==> src/rtl/hp_axi_arbiter.sv <==
// hp_axi_arbiter: two-master arbiter in front of a single Zynq S_AXI HP port.
// AR and AW are arbitrated independently (round-robin, registered output),
// W follows AW grant order through a small master-index FIFO, and R/B are
// steered back by the MSB of the response ID.
// Optional build macro: HP_ARB_ADDR_REMAP_EN places both masters in the
// DDR window at 0x1000_0000 (addr[31:28] forced to 4'd1).

// Address-channel arbiter: IDLE selects and captures, HOLD presents to slave.
module hp_axi_arb_addr #(
  parameter int ID_W = 5
) (
  input  logic            clk,
  input  logic            reset_n,
  input  logic            allow,
  input  logic            m0_valid,
  input  logic [31:0]     m0_addr,
  input  logic [ID_W-1:0] m0_id,
  input  logic [7:0]      m0_len,
  input  logic [2:0]      m0_size,
  output logic            m0_ready,
  input  logic            m1_valid,
  input  logic [31:0]     m1_addr,
  input  logic [ID_W-1:0] m1_id,
  input  logic [7:0]      m1_len,
  input  logic [2:0]      m1_size,
  output logic            m1_ready,
  output logic            s_valid,
  input  logic            s_ready,
  output logic [31:0]     s_addr,
  output logic [ID_W:0]   s_id,
  output logic [7:0]      s_len,
  output logic [2:0]      s_size,
  output logic            grant,
  output logic            grant_mst
);

  typedef enum logic {IDLE, HOLD} state_t;

  state_t        state_q, state_d;
  logic          prio_q, prio_d;
  logic [31:0]   addr_q, addr_d;
  logic [ID_W:0] id_q, id_d;
  logic [7:0]    len_q, len_d;
  logic [2:0]    size_q, size_d;

  // Next-state, grant selection and payload capture.
  always_comb begin
    state_d   = state_q;
    prio_d    = prio_q;
    addr_d    = addr_q;
    id_d      = id_q;
    len_d     = len_q;
    size_d    = size_q;
    m0_ready  = 1'b0;
    m1_ready  = 1'b0;
    grant     = 1'b0;
    grant_mst = 1'b0;
    case (state_q)
      IDLE: begin
        // reset_n gates the grant so no master sees ready while in reset
        if (reset_n && allow && (m0_valid || m1_valid)) begin
          grant_mst = (m0_valid && m1_valid) ? prio_q : m1_valid;
          grant     = 1'b1;
          state_d   = HOLD;
          if (grant_mst) begin
            m1_ready = 1'b1;
            addr_d   = m1_addr;
            id_d     = {1'b1, m1_id};
            len_d    = m1_len;
            size_d   = m1_size;
          end else begin
            m0_ready = 1'b1;
            addr_d   = m0_addr;
            id_d     = {1'b0, m0_id};
            len_d    = m0_len;
            size_d   = m0_size;
          end
        end
      end
      HOLD: begin
        if (s_ready) begin
          state_d = IDLE;
          prio_d  = ~id_q[ID_W];
        end
      end
      default: state_d = IDLE;
    endcase
  end

  // State, priority and payload registers.
  always_ff @(posedge clk) begin
    if (!reset_n) begin
      state_q <= IDLE;
      prio_q  <= 1'b0;
      addr_q  <= '0;
      id_q    <= '0;
      len_q   <= '0;
      size_q  <= '0;
    end else begin
      state_q <= state_d;
      prio_q  <= prio_d;
      addr_q  <= addr_d;
      id_q    <= id_d;
      len_q   <= len_d;
      size_q  <= size_d;
    end
  end

  assign s_valid = (state_q == HOLD);
  assign s_addr  = addr_q;
  assign s_id    = id_q;
  assign s_len   = len_q;
  assign s_size  = size_q;

endmodule

module hp_axi_arbiter #(
  parameter int ID_W            = 5,
  parameter int WORD_FIFO_DEPTH = 4
) (
  input  logic            clk,
  input  logic            reset_n,
  // master 0
  input  logic            m0_ar_valid,
  output logic            m0_ar_ready,
  input  logic [31:0]     m0_ar_addr,
  input  logic [ID_W-1:0] m0_ar_id,
  input  logic [7:0]      m0_ar_len,
  input  logic [2:0]      m0_ar_size,
  input  logic            m0_aw_valid,
  output logic            m0_aw_ready,
  input  logic [31:0]     m0_aw_addr,
  input  logic [ID_W-1:0] m0_aw_id,
  input  logic [7:0]      m0_aw_len,
  input  logic [2:0]      m0_aw_size,
  input  logic            m0_w_valid,
  output logic            m0_w_ready,
  input  logic [63:0]     m0_w_data,
  input  logic            m0_w_last,
  output logic            m0_r_valid,
  input  logic            m0_r_ready,
  output logic [63:0]     m0_r_data,
  output logic [ID_W-1:0] m0_r_id,
  output logic [1:0]      m0_r_resp,
  output logic            m0_r_last,
  output logic            m0_b_valid,
  input  logic            m0_b_ready,
  output logic [ID_W-1:0] m0_b_id,
  output logic [1:0]      m0_b_resp,
  // master 1
  input  logic            m1_ar_valid,
  output logic            m1_ar_ready,
  input  logic [31:0]     m1_ar_addr,
  input  logic [ID_W-1:0] m1_ar_id,
  input  logic [7:0]      m1_ar_len,
  input  logic [2:0]      m1_ar_size,
  input  logic            m1_aw_valid,
  output logic            m1_aw_ready,
  input  logic [31:0]     m1_aw_addr,
  input  logic [ID_W-1:0] m1_aw_id,
  input  logic [7:0]      m1_aw_len,
  input  logic [2:0]      m1_aw_size,
  input  logic            m1_w_valid,
  output logic            m1_w_ready,
  input  logic [63:0]     m1_w_data,
  input  logic            m1_w_last,
  output logic            m1_r_valid,
  input  logic            m1_r_ready,
  output logic [63:0]     m1_r_data,
  output logic [ID_W-1:0] m1_r_id,
  output logic [1:0]      m1_r_resp,
  output logic            m1_r_last,
  output logic            m1_b_valid,
  input  logic            m1_b_ready,
  output logic [ID_W-1:0] m1_b_id,
  output logic [1:0]      m1_b_resp,
  // slave (PS S_AXI HP)
  output logic            s_ar_valid,
  input  logic            s_ar_ready,
  output logic [31:0]     s_ar_addr,
  output logic [ID_W:0]   s_ar_id,
  output logic [7:0]      s_ar_len,
  output logic [2:0]      s_ar_size,
  output logic            s_aw_valid,
  input  logic            s_aw_ready,
  output logic [31:0]     s_aw_addr,
  output logic [ID_W:0]   s_aw_id,
  output logic [7:0]      s_aw_len,
  output logic [2:0]      s_aw_size,
  output logic            s_w_valid,
  input  logic            s_w_ready,
  output logic [63:0]     s_w_data,
  output logic            s_w_last,
  input  logic            s_r_valid,
  output logic            s_r_ready,
  input  logic [63:0]     s_r_data,
  input  logic [ID_W:0]   s_r_id,
  input  logic [1:0]      s_r_resp,
  input  logic            s_r_last,
  input  logic            s_b_valid,
  output logic            s_b_ready,
  input  logic [ID_W:0]   s_b_id,
  input  logic [1:0]      s_b_resp
);

  localparam int PW = $clog2(WORD_FIFO_DEPTH);
  localparam logic [PW-1:0] PTR_ONE  = PW'(1);
  localparam logic [PW:0]   CNT_ONE  = (PW+1)'(1);
  localparam logic [PW:0]   FULL_CNT = (PW+1)'(WORD_FIFO_DEPTH);

  function automatic logic [31:0] remap_addr(input logic [31:0] a);
`ifdef HP_ARB_ADDR_REMAP_EN
    return (a & 32'h0FFF_FFFF) | 32'h1000_0000;
`else
    return a;
`endif
  endfunction

  logic [31:0] ar_addr_raw, aw_addr_raw;
  logic        ar_grant, ar_mst;
  logic        aw_grant, aw_mst;

  logic [WORD_FIFO_DEPTH-1:0] mst_q, mst_d;
  logic [PW-1:0]              wr_ptr_q, wr_ptr_d, rd_ptr_q, rd_ptr_d;
  logic [PW:0]                cnt_q, cnt_d;
  logic                       fifo_full, fifo_empty, head, push, pop;

  hp_axi_arb_addr #(.ID_W(ID_W)) u_ar (
    .clk(clk), .reset_n(reset_n), .allow(1'b1),
    .m0_valid(m0_ar_valid), .m0_addr(m0_ar_addr), .m0_id(m0_ar_id),
    .m0_len(m0_ar_len), .m0_size(m0_ar_size), .m0_ready(m0_ar_ready),
    .m1_valid(m1_ar_valid), .m1_addr(m1_ar_addr), .m1_id(m1_ar_id),
    .m1_len(m1_ar_len), .m1_size(m1_ar_size), .m1_ready(m1_ar_ready),
    .s_valid(s_ar_valid), .s_ready(s_ar_ready), .s_addr(ar_addr_raw),
    .s_id(s_ar_id), .s_len(s_ar_len), .s_size(s_ar_size),
    .grant(ar_grant), .grant_mst(ar_mst)
  );

  // AW may only grant while the W-order FIFO has room for the new burst
  hp_axi_arb_addr #(.ID_W(ID_W)) u_aw (
    .clk(clk), .reset_n(reset_n), .allow(~fifo_full),
    .m0_valid(m0_aw_valid), .m0_addr(m0_aw_addr), .m0_id(m0_aw_id),
    .m0_len(m0_aw_len), .m0_size(m0_aw_size), .m0_ready(m0_aw_ready),
    .m1_valid(m1_aw_valid), .m1_addr(m1_aw_addr), .m1_id(m1_aw_id),
    .m1_len(m1_aw_len), .m1_size(m1_aw_size), .m1_ready(m1_aw_ready),
    .s_valid(s_aw_valid), .s_ready(s_aw_ready), .s_addr(aw_addr_raw),
    .s_id(s_aw_id), .s_len(s_aw_len), .s_size(s_aw_size),
    .grant(aw_grant), .grant_mst(aw_mst)
  );

  assign s_ar_addr = remap_addr(ar_addr_raw);
  assign s_aw_addr = remap_addr(aw_addr_raw);

  assign fifo_full  = (cnt_q == FULL_CNT);
  assign fifo_empty = (cnt_q == '0);
  assign head       = mst_q[rd_ptr_q];
  assign push       = aw_grant;
  assign pop        = s_w_valid & s_w_ready & s_w_last;

  // W-order FIFO update: push granted master index, pop on last W beat.
  always_comb begin
    mst_d    = mst_q;
    wr_ptr_d = wr_ptr_q;
    rd_ptr_d = rd_ptr_q;
    cnt_d    = cnt_q;
    if (push) begin
      mst_d[wr_ptr_q] = aw_mst;
      wr_ptr_d        = wr_ptr_q + PTR_ONE;
    end
    if (pop) rd_ptr_d = rd_ptr_q + PTR_ONE;
    case ({push, pop})
      2'b10:   cnt_d = cnt_q + CNT_ONE;
      2'b01:   cnt_d = cnt_q - CNT_ONE;
      default: cnt_d = cnt_q;
    endcase
  end

  // FIFO registers; only pointers and count need a defined reset value.
  always_ff @(posedge clk) begin
    mst_q <= mst_d;
    if (!reset_n) begin
      wr_ptr_q <= '0;
      rd_ptr_q <= '0;
      cnt_q    <= '0;
    end else begin
      wr_ptr_q <= wr_ptr_d;
      rd_ptr_q <= rd_ptr_d;
      cnt_q    <= cnt_d;
    end
  end

  // W path: head-of-FIFO master owns the channel, the other is stalled
  assign s_w_valid  = ~fifo_empty & (head ? m1_w_valid : m0_w_valid);
  assign s_w_data   = head ? m1_w_data : m0_w_data;
  assign s_w_last   = head ? m1_w_last : m0_w_last;
  assign m0_w_ready = ~fifo_empty & ~head & s_w_ready;
  assign m1_w_ready = ~fifo_empty &  head & s_w_ready;

  // R path: ID MSB selects the master, remaining ID bits go back unchanged
  assign m0_r_valid = s_r_valid & ~s_r_id[ID_W];
  assign m1_r_valid = s_r_valid &  s_r_id[ID_W];
  assign s_r_ready  = s_r_id[ID_W] ? m1_r_ready : m0_r_ready;
  assign m0_r_data  = s_r_data;
  assign m1_r_data  = s_r_data;
  assign m0_r_id    = s_r_id[ID_W-1:0];
  assign m1_r_id    = s_r_id[ID_W-1:0];
  assign m0_r_resp  = s_r_resp;
  assign m1_r_resp  = s_r_resp;
  assign m0_r_last  = s_r_last;
  assign m1_r_last  = s_r_last;

  // B path: same steering as R
  assign m0_b_valid = s_b_valid & ~s_b_id[ID_W];
  assign m1_b_valid = s_b_valid &  s_b_id[ID_W];
  assign s_b_ready  = s_b_id[ID_W] ? m1_b_ready : m0_b_ready;
  assign m0_b_id    = s_b_id[ID_W-1:0];
  assign m1_b_id    = s_b_id[ID_W-1:0];
  assign m0_b_resp  = s_b_resp;
  assign m1_b_resp  = s_b_resp;

endmodule

==> config.mk <==
export PLATFORM = sky130hd
export DESIGN_NAME = hp_axi_arbiter
export DESIGN_NICKNAME = d
export VERILOG_FILES = /design/src/rtl/hp_axi_arbiter.sv
export SDC_FILE = /design/constraint.sdc
export NUM_CORES = 1
export LEC_CHECK = 0
export CAP_MARGIN = 20
export CORE_AREA = 8 8 289 291
export CTS_BUF_LIST = sky130_fd_sc_hd__clkbuf_8
export CTS_CLUSTER_DIAMETER = 150
export DETAILED_ROUTE_END_ITERATION = 12
export DIE_AREA = 0 0 297 299
export MAX_ROUTING_LAYER = met4
export SLEW_MARGIN = 10
export SYNTH_ARGS = -nofsm -noshare
export SYNTH_HDL_FRONTEND = slang
export SYNTH_HIERARCHICAL = 1
export SYNTH_SLANG_ARGS = --single-unit
==> constraint.sdc <==
create_clock -name clk -period 2.8 [get_ports clk]
set_clock_uncertainty 0.05 [all_clocks]
set_input_delay 0.42 -clock clk [delete_from_list [all_inputs] [get_ports clk]]
set_output_delay 0.42 -clock clk [all_outputs]
set_load 0.02 [all_outputs]
==> impl_metrics.toml <==
[setup_path]
path_max_fanout = 6
required_ns = 2.33
r2r_slack_ns = -0.11
worstSetupPathType = "reg -> out"
end_kind = "output pin"
cp.arrival_ns = 2.45
cp-start-kind = "register"

[global_routing]
grt_pass1_wl_mm = 78.6
antenna_found_initial = 20
grt_pass1_vias = 8862
grt_max_degree = 98
grt_overflow = 0
track_usage_pct = 13.1

[sta]
finalCritPeriodShare_pct = 104
setup_violations = 66
rsz0062_at_grt = "true"
slew_headroom_pct = 33.1
max_freq_mhz = 343
setup_ws_ns = -0.119
period_needed_ns = 2.92
hold_viol_final = 0
whs_ns = 0.215
tightest_slew_ns = 1.00
maxSlewViolCount = 0

[clocking]
clk_latency_ns = 0.52
clk_pin_slew_worst_paths_ns = 0.08
cts_buffer_depth = 2
hold_buffers = 0
cts_htree_levels = 4
cts_made_buffers = 17
clock-sinks = 113
cts_tree = "done"
cts-root-buf = "clkbuf_8"

[routing]
via_per_inst = 3.72
vias = 8195
drc = 0
drtAntennaViolNets = 0
first_iter_violations = 346
routed_wirelength_mm = 60.4
dr.pass1.iters = 4
routedWlPerCell_microns = 27.4

[logic_synthesis]
yosysUniqueCellTypes = 41
synthTopCellsByArea = "dfxtp_1, buf_4, o221a_1, a311o_1, mux2_2"
synth_largest_area_cell = "dfxtp_1"
async_flop_share_pct = 0
synth_edf_count = 4
ys_seq_area_share_pct = 27.7
syn_inst = 809
synthFlopType = "dfxtp_1"
synth_warnings = 6
synth_commonest_cells = "buf_4, dfxtp_1, a311o_1, o221a_1, a21boi_0"
postSynthAreaPerCell_sq_um = 10.3
syn_area_sq_um = 8300
ys_ff_latch = 113
synth_top_cell_area_share_pct = 26.3
synth_most_common_cell = "buf_4"

[floorplanning]
die_width_microns = 297
die_h_microns = 299
start_util_pct = 10.6
die_area_sq_um = 88800
rows = 103
pin_count = 756
core_sq_um = 78600

[finish]
fillCellCount = 8629
synthToLayoutAreaGrowth_pct = 75.1
final_nets = 1555
drive_gt1_share_pct = 20.0
multi_input_area_sq_um = 4220
final-seq-area_sq_um = 2300
final_cells = 2203

[placed_design]
placed_cells = 2143
port_buffers = 518
finalWeightedCongestion = 0.859
dp_hpwl_mm = 48.4

[hold_path]
hp-class = "in -> reg"

[power]
p_sw_mw = 2.03
pwr-share-clk_pct = 31.6
vdd_drop_max_uv = 323
p_leak_nw = 4.94
power_per_cell_area_nw_per_um2 = 425
p_int_mw = 4.14
switching_share_pct = 32.9
p_comb_share_pct = 39.1
power_frac_seq_pct = 29.3

[flow_run]
maxCapViolCount = 0

[run_status]
failed_checks = "setup timing"
status = "finished, violations left"
## area by class of cell
class | instances | share of cell area (%)
Clock buffer | 19 | 1.80
Sequential cell | 113 | 15.8
Inverter | 8 | 0.206
Clock inverter | 13 | 1.43
Timing Repair Buffer | 556 | 42.5
Antenna cell | 11 | 0.189
Multi-Input combinational cell | 433 | 29.0
Tap cell | 1050 | 9.03
## timing repair
action | 4_1_cts | 5_1_grt
gates resized for setup | 140 | 21
endpoints found under the setup margin | 69 | 64
gates cloned | 6 | 4
buffers inserted | 5 | 3
pin swaps | 1 | 2
## sequential cells by signal (all words and copies together), names as in the netlist
register / flops
cnt_q: 3
mst_q: 4
rd_ptr_q: 2
u_ar/prio_q: 1
u_ar/s_addr: 32
u_ar/s_id: 6
u_ar/s_len: 8
u_ar/s_size: 3
u_ar/s_valid: 1
u_aw/prio_q: 1
u_aw/s_addr: 32
u_aw/s_id: 6
u_aw/s_len: 8
u_aw/s_size: 3
u_aw/s_valid: 1
wr_ptr_q: 2
## critical path, cell delays in order, from the launching register on
cell,delay [ns]
edfxtp_1,0.37
mux4_4,0.67
buf_12,0.20
buf_16,0.15
mux2_4,0.34
buf_12,0.17
## cells in the final DEF (no fill, tap or decap), types with 14 or more instances in the layout
cell type	Yosys	final
a21boi_0	79	78
buf_12	0	49
mux2_4	1	14
a311o_1	96	96
clkbuf_8	0	19
o221a_1	96	96
buf_4	166	20
dfxtp_1	109	108
mux2_2	66	54
clkdlybuf4s50_1	0	446
buf_6	15	22
a21boi_1	20	21
## final timing paths
kind          startpoint            to  depth (start not counted)
max             mst_q[1]  s_w_data[28]                          5
min reg2reg  rd_ptr_q[1]   rd_ptr_q[1]                          2
min              reset_n  u_ar/s_valid                          2
max reg2reg     mst_q[1]      cnt_q[2]                         10
## kinds of logic after synthesis
logic type / after synthesis / share of synthesized area (%)
AND/OR/NAND/NOR: 46 / 3.39
flip-flops: 113 / 27.7
XOR/XNOR: 3 / 0.316
buffers and inverters: 264 / 22.7
AO/OA/AOI/OAI: 301 / 34.5
multiplexers: 75 / 10.3
other: 1 / 0.0452
adder cells (fa/ha/maj): 6 / 0.994
## stage by stage
stage          setup slack [ns]  setup TNS (ns)  cell area (sq um)  power (mW)  util [%]
6_report                 -0.119           -3.68              14500        6.18      18.5
5_1_grt                  -0.227          -11.76              14500        6.46      18.5
4_1_cts                  -0.237          -11.59              14300        6.26      18.2
3_5_place_dp             -0.135           -3.17              13500        4.12      17.2
3_3_place_gp             -0.292           -2.99              13500        4.10      17.2
2_1_floorplan            0.0907               0               8310        3.12         -
## power by group through the flow
stage / Clock [mW] / Sequential [mW] / Combinational, mW
after floorplan: 0 / 1.96 / 1.15
after global placement: 0 / 1.84 / 2.26
after CTS: 2.06 / 1.81 / 2.39
after global routing: 2.10 / 1.82 / 2.54
after detailed placement: 0 / 1.84 / 2.27
final: 1.95 / 1.81 / 2.41
## metal layers
layer,global-route usage (%),wire length [microns]
met1,12.6,21400
met2,23.6,31400
met3,6.00,5940
met4,3.55,1600
met5,-,0
No activity file was read; power rests on OpenSTA's default activity.
